## config.mk

```make
export PLATFORM = sky130hd
export DESIGN_NAME = u_scaled_addsub_n
export DESIGN_NICKNAME = d
export VERILOG_FILES = /design/src/rtl/ussub_pkg.sv /design/src/rtl/u_scaled_addsub_n_popcnt.sv /design/src/rtl/u_scaled_addsub_n.sv
export SDC_FILE = /design/constraint.sdc
export NUM_CORES = 1
export LEC_CHECK = 0
export CELL_PAD_IN_SITES_DETAIL_PLACEMENT = 0
export CELL_PAD_IN_SITES_GLOBAL_PLACEMENT = 1
export CORE_UTILIZATION = 30
export CTS_BUF_LIST = sky130_fd_sc_hd__clkbuf_8
export DETAILED_ROUTE_END_ITERATION = 12
export PLACE_DENSITY = 0.74
export SYNTH_ARGS = -nofsm -noshare
export SYNTH_HDL_FRONTEND = slang
export SYNTH_SLANG_ARGS = --single-unit
```

## constraint.sdc

```tcl
create_clock -name iClk -period 3.05 [get_ports iClk]
set_input_delay 0.915 -clock iClk [delete_from_list [all_inputs] [get_ports iClk]]
set_output_delay 0.915 -clock iClk [all_outputs]
set_load 0.05 [all_outputs]
```

## src/rtl/ussub_pkg.sv

```systemverilog
// rtl/ussub_pkg.sv - shared width helpers for the scaled unary add/subtract datapath
package ussub_pkg;

    localparam int DEF_NUM_IN = 4;

    function automatic int clog2(input int value);
        int r;
        for (r = 0; (1 << r) < value; r++) begin
        end
        return r;
    endfunction

    function automatic int pc_w(input int num_in);
        return clog2(num_in + 1);
    endfunction

    // Residue register needs at least one bit even when NUM_IN collapses clog2 to zero.
    function automatic int acc_w(input int num_in);
        return (clog2(num_in) < 1) ? 1 : clog2(num_in);
    endfunction

    function automatic int sum_w(input int num_in);
        return clog2(2 * num_in);
    endfunction

    localparam int PC_W  = pc_w(DEF_NUM_IN);
    localparam int ACC_W = acc_w(DEF_NUM_IN);
    localparam int SUM_W = sum_w(DEF_NUM_IN);

endpackage

```

## src/rtl/u_scaled_addsub_n_popcnt.sv

```systemverilog
// rtl/u_scaled_addsub_n_popcnt.sv - registered N-bit popcount of sign-adjusted lanes (stage 1)
module u_popcnt_reg
    import ussub_pkg::*;
#(
    parameter int N = 4,
    parameter int W = pc_w(4)
) (
    input  logic         clk,
    input  logic         rst_n,
    input  logic         clr,
    input  logic         valid,
    input  logic [N-1:0] in_bits,
    input  logic [N-1:0] sub_mask,
    output logic [W-1:0] pc,
    output logic         pc_valid
);

    logic [W-1:0] count;

    always_comb begin
        count = '0;
        for (int i = 0; i < N; i++) begin
            count = count + W'(in_bits[i] ^ sub_mask[i]);
        end
    end

    always_ff @(posedge clk or negedge rst_n) begin
        if (!rst_n) begin
            pc       <= '0;
            pc_valid <= 1'b0;
        end else if (clr) begin
            pc_valid <= 1'b0;
        end else begin
            pc_valid <= valid;
            if (valid) begin
                pc <= count;
            end
        end
    end

endmodule

```

## src/rtl/u_scaled_addsub_n.sv

```systemverilog
// rtl/u_scaled_addsub_n.sv - N-lane scaled unary adder/subtractor; USSUB_OCNT_EN adds oOnesCnt
module u_scaled_addsub_n
    import ussub_pkg::*;
#(
    parameter int NUM_IN   = 4,
    parameter int ACC_INIT = 0,
    parameter int CNT_W    = 16
) (
    input  logic              iClk,
    input  logic              iRstN,
    input  logic              iValid,
    input  logic              iClr,
    input  logic [NUM_IN-1:0] iIn,
    input  logic [NUM_IN-1:0] iSubMask,
    output logic              oValid,
    output logic              oOut
`ifdef USSUB_OCNT_EN
    ,
    output logic [CNT_W-1:0]  oOnesCnt
`endif
);

    localparam int PC_W_L  = pc_w(NUM_IN);
    localparam int ACC_W_L = acc_w(NUM_IN);
    localparam int SUM_W_L = sum_w(NUM_IN);

    if (NUM_IN < 2) begin : g_chk_num_in
        $error("NUM_IN must be >= 2");
    end
    if (ACC_INIT < 0 || ACC_INIT >= NUM_IN) begin : g_chk_acc_init
        $error("ACC_INIT must be in [0, NUM_IN)");
    end
    if (CNT_W < 1) begin : g_chk_cnt_w
        $error("CNT_W must be >= 1");
    end

    logic [PC_W_L-1:0]  pc_q;
    logic               v1;
    logic [ACC_W_L-1:0] acc;
    logic [SUM_W_L-1:0] sum;

    u_popcnt_reg #(
        .N (NUM_IN),
        .W (PC_W_L)
    ) u_stage1 (
        .clk      (iClk),
        .rst_n    (iRstN),
        .clr      (iClr),
        .valid    (iValid),
        .in_bits  (iIn),
        .sub_mask (iSubMask),
        .pc       (pc_q),
        .pc_valid (v1)
    );

    assign sum = SUM_W_L'(acc) + SUM_W_L'(pc_q);

    // Carry out of the residue becomes the output bit; the residue stays below NUM_IN.
    always_ff @(posedge iClk or negedge iRstN) begin
        if (!iRstN) begin
            acc    <= ACC_W_L'(ACC_INIT);
            oOut   <= 1'b0;
            oValid <= 1'b0;
        end else if (iClr) begin
            acc    <= ACC_W_L'(ACC_INIT);
            oOut   <= 1'b0;
            oValid <= 1'b0;
        end else if (v1) begin
            oValid <= 1'b1;
            if (sum >= SUM_W_L'(NUM_IN)) begin
                oOut <= 1'b1;
                acc  <= ACC_W_L'(sum - SUM_W_L'(NUM_IN));
            end else begin
                oOut <= 1'b0;
                acc  <= ACC_W_L'(sum);
            end
        end else begin
            oOut   <= 1'b0;
            oValid <= 1'b0;
        end
    end

`ifdef USSUB_OCNT_EN
    logic [CNT_W-1:0] ones_cnt;

    always_ff @(posedge iClk or negedge iRstN) begin
        if (!iRstN) begin
            ones_cnt <= '0;
        end else if (iClr) begin
            ones_cnt <= '0;
        end else if (oValid && oOut && (ones_cnt != {CNT_W{1'b1}})) begin
            ones_cnt <= ones_cnt + 1'b1;
        end
    end

    assign oOnesCnt = ones_cnt;
`endif

endmodule

```

# Yosys cells after proc, flatten, opt, wreduce, memory -nomap -nowiden
# Cells that the tools add are included.
# word_totals
register_bits	8
in_bits	12
# op_classes
n_addsub	5
magnitude_cmp	1
muxes	9
bitwise_logic	5
reduce_logical	2
# op_table
operator	n
$add 3x3->3	3
$mux 1	6
$mux 2	3
$xor 1x1->1	4
$add 2x3->3	1
$ge 3x3->1 const B	1
$reduce_and 2->1	1
$reduce_bool 2->1	1
$sub 2x1->2 const B	1
$not 1->1	1

# Depth between registers and ports, before layout
# depth
word_depth	5
ltp_mapped	5
ltp_nobuf	5

# Modules after synthesis
# From an unflattened synthesis, not the netlist that was laid out.
# hier_totals
cells_unflattened	34
hier_area_um2	450.4
# modules_own_cells
module	instances	cells_per_inst	area_each_um2
u_popcnt_reg	1	17	246.5
u_scaled_addsub_n	1	17	203.9

# Worst setup path before layout
# OpenSTA, ideal clock, no wires.
# synth_timing
path_kind	input to register
start	in iSubMask[3]
end	reg u_stage1.pc[1]
setup_time_ns	0.125
arrival_time_ns	2.250
required_time_ns	2.925
slack_ns	0.675
path_stages	5
path_buffers	0
cell_sequence	xor2_1 > fa_1 > ha_1 > ha_1 > mux2_4
# synth_via
elab_chain_len	2
# synth_lines
item	line	text
start, declared	u_scaled_addsub_n.sv:14	input logic [NUM_IN-1:0] iSubMask,
$xor 1x1->1	u_scaled_addsub_n_popcnt.sv:23	count = count + W'(in_bits[i] ^ sub_mask[i]);
$add 3x3->3	u_scaled_addsub_n_popcnt.sv:23	
named net u_stage1.count[1]	u_scaled_addsub_n_popcnt.sv:18	logic [W-1:0] count;
end signal, assigned	u_scaled_addsub_n_popcnt.sv:36	pc <= count;
end, declared	u_scaled_addsub_n_popcnt.sv:14	output logic [W-1:0] pc,
# The timed path passes the listed nets, and every way through them passes these cells.
# A chain may end at the register's enable or synchronous reset.

# Worst setup path after layout
# layout_timing
start	in iIn[2]
end	reg u_stage1.pc[1]
# layout_via
elab_chain_len	3
# layout_lines
item	line	text
start, declared	u_scaled_addsub_n.sv:13	input logic [NUM_IN-1:0] iIn,
$xor 1x1->1	u_scaled_addsub_n_popcnt.sv:23	
$add 3x3->3 (2 in a row)	u_scaled_addsub_n_popcnt.sv:23	
named net u_stage1.count[1]	u_scaled_addsub_n_popcnt.sv:18	
# The timed path passes the listed nets, and every way through them passes these cells.

==> metrics.sh <==
WL_PER_CELL_UM=11.1
POST_CTS_RESIZE_COUNT=0
FINAL_CELL_MIX='sky130_fd_sc_hd__clkdlybuf4s50_1, sky130_fd_sc_hd__dfrtp_1, sky130_fd_sc_hd__xor2_1'
HTREE_NUM_LEVELS=1
CLOCK_INSERTION_DELAY_WORST_SKEW_PS=220
FINALWIRELENGTH_UM=686
SYNTH_CELL_TYPES=13
PORT-BUFFER-COUNT=13
FINAL-SETUP-VIOL-COUNT=0
LEAKAGE_nW=0.282
MAXCAPVIOLCOUNT=0
DRV_SLEW=0
TIMING.CRITICAL_PATH.CELLS='clkdlybuf4s50_1, xor2_1, fa_1, ha_1, ha_1, mux2_4'
MIN_PERIOD_OVER_PERIOD=0.869
SEQUENTIALPOWERSHARE=0.389
CTS.REPORTEDPATHS.CLKPINSLEW_PS=40
CP_SLOWEST_CELL='sky130_fd_sc_hd__clkdlybuf4s50_1'
DETAIL_ROUTE.DRC_VIOLATIONS=0
MIN_PATH_TYPE='register to register'
FIRST_GLOBAL_VIAS=283
STATUS='finished clean'
WORSTPATHARRIVAL_PS=2750
POWER.CLOCK.FRACTION=0.336
PWR-SHARE-COMB=0.275
WORSTMARGINPINSLEW_PS=486
POWER-PER-CELL-AREA_mW_PER_MM2=581
NET_COUNT_AFTER_SYNTHESIS=48
SYN-CELL-AREA_UM2=429
CP_SLOWEST_STAGE_DELAY_PS=470
WORST-R2R-CELL-COUNT=4
TIMING.RR.START='u_stage1.pc[0]'
MAXIMUM_ROOT_TO_SINK_BUFFER_COUNT=2
CP_NUM_BUF_INV=1
TIMING.HOLD.WS_PS=524
DIEWIDTH_UM=39.8
YOSYSSEQAREASHARE=0.466
CRIT_PATH_START='iIn[2]'
SW_FRAC_OF_TOTAL=0.246
INTPOWER_W=0.000271
POSTCTSSETUPBUFFERS=0
MAX_CLOCK_FREQ_MHz=377
ROUTE.ANTENNA.REMAINING_NETS=0
STD_CELL_ROWS=13
CLK_ROOT_BUFFER_CELL='sky130_fd_sc_hd__clkbuf_8'
POST_SYNTH.CELL_AREA_AVG_UM2=13.8
ROUTABILITY_CONGESTION_ESTIMATE_FROM_GLOBAL_PLACEMENT=0.736
YOSYSWARNINGCOUNT=0
TOTAL_DIE_AREA_MM2=0.00159
SETUP_WS_PS=400
FINALCLOCKSKEW_PS=2.75
DRIVE_ABOVE_1_SHARE=0.149
PLACE_WORST_SETUP_SLACK_PS=148
CTS_HOLD_BUFFERS=0
TRITONCTS_CLOCK_TREE='done'
P_SWITCHING_W=0.0000887
CLOCK_SINKS=8
WORST_EP_REQUIRED_TIME_PS=3150
FINAL_LAYOUT_FILL_CELL_COUNT=128
PLACEABLECOREAREA_MM2=0.00132
NUM_VIAS=278
DRTITER0DRC=1
HOLD_START='u_stage1.pc_valid'
VDD_DROP_MAX_mV=0.249
FIRST_PASS_GRT_WIRE_LENGTH_MM=1.19
LAYOUT.CORE_UTILIZATION=0.470
TIMING.CRITICAL_PATH.FANOUT_MAX=1
DETAIL_ROUTE.FIRST_PASS.ITERATIONS=2
TIMING.CRITICAL_PATH.TO_TYPE='register'
CRITICAL_PATH_CELL_COUNT=6
HOLD_VIOLATIONS=0
DIE_H_UM=39.8
POSTSYNTHREGISTERBITS=8
INITIAL_UTILIZATION=0.326
CRITPATHMOSTFREQUENTCELL='sky130_fd_sc_hd__ha_1'
MEAN_NUMBER_OF_VIAS_PER_CELL=4.48
RELSLEWSLACK=0.675
INITIAL_ANTENNA_VIOLATION_COUNT=0
TOP_LEVEL_PORTS=14
CP-START-KIND='input pin'
AREA_ADDED_BETWEEN_SYNTHESIS_AND_FINISH_PCT=44.3
WORST_HOLD_PATH.NUM_CELLS=1
SETUP.WORST_PATH.CLASS='input pin to register'
CLOCK_BUFFER_COUNT_FROM_CTS=3
GRT_REMAINING_OVERFLOW=0
GRT_SETUP_UNREPAIRED='no'
TIMING.CRITICAL_PATH.MAX_DELAY_FAMILY='adder cells'
LAYOUT_COMMONEST_CELL='sky130_fd_sc_hd__clkdlybuf4s50_1'
ANTENNA_CELLS_INSERTED=0
FINAL_NETS=66
LARGEST_NET_DEGREE_AT_THE_START_OF_GLOBAL_ROUTING=9
FINAL_PERIOD_MINUS_WORST_SETUP_SLACK_PS=2650
POST_SYNTH_INST_COUNT=31
DP_HPWL_UM=596
GLOBAL_ROUTE.USAGE.TOTAL=0.125
FIN_TNS_SETUP_PS=0
-- layer usage --
layer  wire [um]  global-route usage
met1         249               0.121
met2         364               0.205
met3          61              0.0682
met4          10              0.0776
met5           0                   0
-- cells in the mapped netlist, drive strengths merged --
cell    instances  area (um^2)
dfrtp           8          200
xor2            4         35.0
ha              3         37.5
inv             3         11.3
mux2            3         45.0
fa              2         40.0
nor2            2         7.51
nor2b           2         20.0
a211oi          1         7.51
and2            1         6.26
mux2i           1         10.0
xnor2           1         8.76
-- final timing paths --
path                                       end  slack (ps)
min in group asynchronous               acc[1]         970
worst max register to register          acc[1]        1650
max in group asynchronous       u_stage1.pc[1]        1820
worst max-delay path            u_stage1.pc[1]         400
worst min register to register          acc[1]         520
worst min-delay path                    acc[1]         520
-- flip-flops by register name (all words and copies together) (netlist names) --
name	flops
acc	2
u_stage1.pc_valid	1
u_stage1.pc	3
oOut	1
oValid	1
-- power groups by stage --
stage	logic (W)	clock network, W	registers (W)
after floorplan	0.0000631	0	0.000142
after global placement	0.0000965	0	0.000140
after detailed placement	0.0000999	0	0.000142
after CTS	0.000102	0.000126	0.000141
after global routing	0.000109	0.000135	0.000143
final	0.0000991	0.000121	0.000140
-- kinds of logic (layout without fill, tap and decap cells) --
logic type / after synthesis / in the layout / synth area share
and+or+nand+nor: 5 / 5 / 0.0787
xor gates and xnor gates: 5 / 5 / 0.102
adders and majority gates: 5 / 5 / 0.181
DFF: 8 / 8 / 0.466
buffers and inverters: 3 / 19 / 0.0262
AOI/OAI and AO/OA: 1 / 1 / 0.0175
muxes: 4 / 4 / 0.128
-- final cells by class --
class | count | area (um^2) | share of cell area
Multi-Input combinational cell | 20 | 218 | 0.352
Sequential cell | 8 | 200 | 0.323
Timing Repair Buffer | 13 | 130 | 0.210
Clock buffer | 3 | 41.3 | 0.0667
Tap cell | 15 | 18.8 | 0.0303
Inverter | 3 | 11.3 | 0.0182
-- stage by stage --
stage	cell area, um^2	total power, W	instances
2_1_floorplan	429	0.000205	31
6_report	619	0.000360	62
4_1_cts	619	0.000369	62
5_1_grt	619	0.000388	62
3_5_place_dp	578	0.000242	59
3_3_place_gp	578	0.000237	59
Power figures use the tool's default switching activity.
==> variant 1 (same flow settings) <==
The option `USSUB_OCNT_EN` is turned on by a define.
--- a/src/rtl/u_scaled_addsub_n.sv
+++ b/src/rtl/u_scaled_addsub_n.sv
@@ -1,4 +1,6 @@
 // rtl/u_scaled_addsub_n.sv - N-lane scaled unary adder/subtractor; USSUB_OCNT_EN adds oOnesCnt
+`define USSUB_OCNT_EN
+
 module u_scaled_addsub_n
     import ussub_pkg::*;
 #(
Formal check against the unedited RTL (old outputs only; new: oOnesCnt): equivalent (equiv_simple and equiv_induct, registers matched by name and starting in step).
==> variant 1 against the unedited design <==
Sequential cell count increased by 16; count of clock-buffer cells in the layout increased by 1; clock power increased by 82%; non-clock buffer count increased by 18; power increased by 84%; core utilization decreased by 5.1 points; register-to-register slack got worse by 0.82 ns; wire length increased to 4.3 times the old value; hold slack improved by 0.0060 ns; global-route usage increased by 1.2 points; worst setup slack improved by 0.15 ns; area after synthesis increased to 3.1 times the old value; final area increased to 2.8 times the old value.
==> variant 1: results (changes against the unedited design) <==
.. list-table::
   :header-rows: 1

   * - Metric
     - Value
   * - Post-synth net total
     - 150 (+210%)
   * - Critical R2R Capture
     - oOnesCnt[2]
   * - Hold Crit Start
     - u_stage1.pc[0]
   * - Startpoint of the worst register-to-register path
     - oOnesCnt[0]
   * - Status
     - completed
   * - Half-perimeter wire length after detailed placement
     - 2.02 mm (+240%)
   * - Detailed-routed wire length on met3
     - 100 µm (+64%)
   * - Met1 Wirelength
     - 1.38 mm (+460%)
   * - Placement-stage worst setup slack
     - 0.246 ns (+0.0978 ns)
   * - Adder and majority gate portion of the synthesized area
     - 6.80% (-11 points)
   * - Multiplexer fraction of the synthesized cell area
     - 5.85% (-7.0 points)
   * - Post-layout net count
     - 180 (+170%)
   * - Top cells by instance count after synthesis
     - sky130_fd_sc_hd__dfrtp_1, sky130_fd_sc_hd__a21oi_1, sky130_fd_sc_hd__o31ai_1, sky130_fd_sc_hd__or4_1, sky130_fd_sc_hd__nand2_1
   * - Largest stage delay, worst path
     - 0.54 ns (+0.07 ns)
   * - Sequential cell area fraction in the yosys report
     - 45.3% (-1.3 points)
   * - Max-slew headroom
     - 66.4% (-1.1 points)
   * - Share of the clock period used by the worst path after layout
     - 82.1% (-4.8 points)
   * - Largest net degree at the start of global routing
     - 25 (+16)
   * - Internal portion of total power
     - 0.501 mW (+84%)
   * - Compound-cell area share of the yosys netlist
     - 11.9% (+10 points)
   * - Insertion delay to the later sink of the worst-skew pair
     - 0.26 ns (+0.04 ns)
   * - Hold worst-path end
     - u_stage1.pc[0]
   * - Fraction of layout instances using a drive strength above 1
     - 10.6% (-4.3 points)
   * - Pwr per Cell Area
     - 384 mW/mm² (-34%)
   * - Arr. time, crit path
     - 2.66 ns (-0.09 ns)
   * - Max FFs per register
     - 16 (+13)
   * - Portion of total power attributed to combinational logic
     - 14.4% (-13 points)
   * - Skew final
     - 0.00176 ns (-0.000985 ns)
   * - Avg Vias per Cell
     - 5.41 (+21%)
   * - Power Clock
     - 0.220 mW (+82%)
   * - Setup slack, reg-to-reg
     - 0.83 ns (-0.82 ns)
   * - Share of the synthesized netlist area taken by xor and xnor gates
     - 3.31% (-6.9 points)
   * - Clock transition time at the flip-flop clock pins of the worst setup and hold paths
     - 0.09 ns (+0.05 ns)
   * - Library cells used by synthesis
     - 30 (+17)
variant 1: cell types whose count changed in the layout (fill, tap and decap cells not counted), moves of 6 or more:
cell,change
sky130_fd_sc_hd__clkdlybuf4s50_1,+16
sky130_fd_sc_hd__dfrtp_1,+16
sky130_fd_sc_hd__a21oi_1,+13
sky130_fd_sc_hd__o31ai_1,+9
sky130_fd_sc_hd__or4_1,+9
sky130_fd_sc_hd__nand2_1,+8
sky130_fd_sc_hd__mux2_2,+6
variant 1: layout make-up:
type / instances / area, µm² / share of cell area (%)
multi-input combinational: 96 / 677 / 39.3
clock buffer: 4 / 55.1 / 3.20
sequential: 24 / 601 / 34.9
timing repair buffer: 31 / 305 / 17.7
inverter: 6 / 22.5 / 1.31
tap: 50 / 62.6 / 3.63
variant 1: per-layer routing:
| layer | global-route usage (%) | vias up |
|---|---|---|
| met1 | 17.0 | 562 |
| li1 | - | 546 |
| met4 | 3.91 | 0 |
| met2 | 24.5 | 31 |
| met5 | 0 | - |
| met3 | 2.00 | 2 |
==> variant 2 (config.mk and constraints unchanged) <==
Made on the original files. Register the inputs `iValid`, `iIn` and `iSubMask` before use, without a reset. The logic sees them one clock later. The other inputs are not delayed to match.
--- a/src/rtl/u_scaled_addsub_n.sv
+++ b/src/rtl/u_scaled_addsub_n.sv
@@ -24,6 +24,16 @@
     localparam int ACC_W_L = acc_w(NUM_IN);
     localparam int SUM_W_L = sum_w(NUM_IN);
 
+    logic iValid_q;
+    logic [NUM_IN-1:0] iIn_q;
+    logic [NUM_IN-1:0] iSubMask_q;
+
+    always_ff @(posedge iClk) begin
+        iValid_q   <= iValid;
+        iIn_q      <= iIn;
+        iSubMask_q <= iSubMask;
+    end
+
     if (NUM_IN < 2) begin : g_chk_num_in
         $error("NUM_IN must be >= 2");
     end
@@ -46,9 +56,9 @@
         .clk      (iClk),
         .rst_n    (iRstN),
         .clr      (iClr),
-        .valid    (iValid),
-        .in_bits  (iIn),
-        .sub_mask (iSubMask),
+        .valid    (iValid_q),
+        .in_bits  (iIn_q),
+        .sub_mask (iSubMask_q),
         .pc       (pc_q),
         .pc_valid (v1)
     );
Check against the original RTL: not equivalent (a bounded check fails within 4 cycles, from zero or initial values and one cycle with iRstN low).
==> variant 2 against the unedited design <==
Register-to-register slack got worse by 0.42 ns; power increased by 43%; clock power increased by 30%; area after synthesis increased by 42%; critical path depth decreased by 5; first-iteration DRC count increased to 4.0 times the old value; final area increased by 32%; combinational power decreased by 4.9%; worst setup slack improved by 0.37 ns; sequential cell count increased by 9; hold slack got worse by 0.048 ns; wire length increased by 6.0%.
==> variant 2: results (changes against the unedited design) <==
.. list-table::
   :header-rows: 1

   * - Metric
     - Value
   * - Status
     - completed
   * - Sequential cell area fraction in the yosys report
     - 62.4% (+16 points)
   * - Post-synth net total
     - 57 (+19%)
   * - Internal portion of total power
     - 0.398 mW (+47%)
   * - Top cells by instance count after synthesis
     - sky130_fd_sc_hd__dfxtp_1, sky130_fd_sc_hd__dfrtp_1, sky130_fd_sc_hd__xor2_1
   * - Clock transition time at the flip-flop clock pins of the worst setup and hold paths
     - 0.06 ns (+0.02 ns)
   * - Power Clock
     - 0.157 mW (+30%)
   * - Global placer's final weighted congestion
     - 0.719 (-2.4%)
   * - Largest net degree at the start of global routing
     - 10 (+1)
   * - Compound-cell area share of the yosys netlist
     - 1.23% (-0.52 points)
   * - Arr. time, crit path
     - 1.37 ns (-1.38 ns)
   * - Fraction of layout instances using a drive strength above 1
     - 12.3% (-2.6 points)
   * - Largest stage delay, worst path
     - 0.80 ns (+0.33 ns)
   * - Routed len/inst
     - 8.87 µm (-20%)
   * - Multiplexer fraction of the synthesized cell area
     - 9.03% (-3.8 points)
   * - Mean cell area of the mapped netlist
     - 15.2 µm² (+10%)
   * - Worst supply voltage drop on vdd
     - 0.362 mV (+45%)
   * - Worst setup path start
     - oValid
   * - Placement-stage worst setup slack
     - 0.979 ns (+0.831 ns)
   * - Skew final
     - 0.00604 ns (+0.00329 ns)
   * - Share of the synthesized netlist area taken by xor and xnor gates
     - 7.19% (-3.0 points)
   * - Share of the clock period used by the worst path after layout
     - 74.8% (-12 points)
   * - Static leakage
     - 0.363 nW (+29%)
   * - Largest registers
     - iIn_q (4), iSubMask_q (4), u_stage1.pc (3)
   * - Half-perimeter wire length after detailed placement
     - 571 µm (-4.1%)
variant 2: cell types whose count changed after synthesis, sizes merged:
| cell | change |
|---|---|
| dfxtp | +9 |
variant 2: how the worst min path moves through the flow:
stage,from,to,slack [ns],cells after the start
finish,iValid_q,u_stage1.pc_valid,0.48,1
global route,iValid_q,u_stage1.pc_valid,0.49,1
CTS,iValid_q,u_stage1.pc_valid,0.48,1
detailed placement,iValid_q,u_stage1.pc_valid,0.47,1
global placement,iValid_q,u_stage1.pc_valid,0.48,1
floorplan,iValid_q,u_stage1.pc_valid,0.45,1
variant 2: layer usage:
metal	share of wire [%]	track usage, %	up-vias
li1	-	-	160
met1	38	9.11	148
met2	48	16.4	16
met3	10	5.77	4
met4	3.4	6.86	0
met5	0	0	-
variant 2: cell type report:
cell class | count | area [µm²]
clock buffer | 3 | 41.3
timing repair buffer | 13 | 130
clock inverter | 1 | 3.75
tap | 25 | 31.3
fill | 175 | 1000
sequential | 17 | 380
inverter | 3 | 11.3
multi-input combinational | 20 | 218
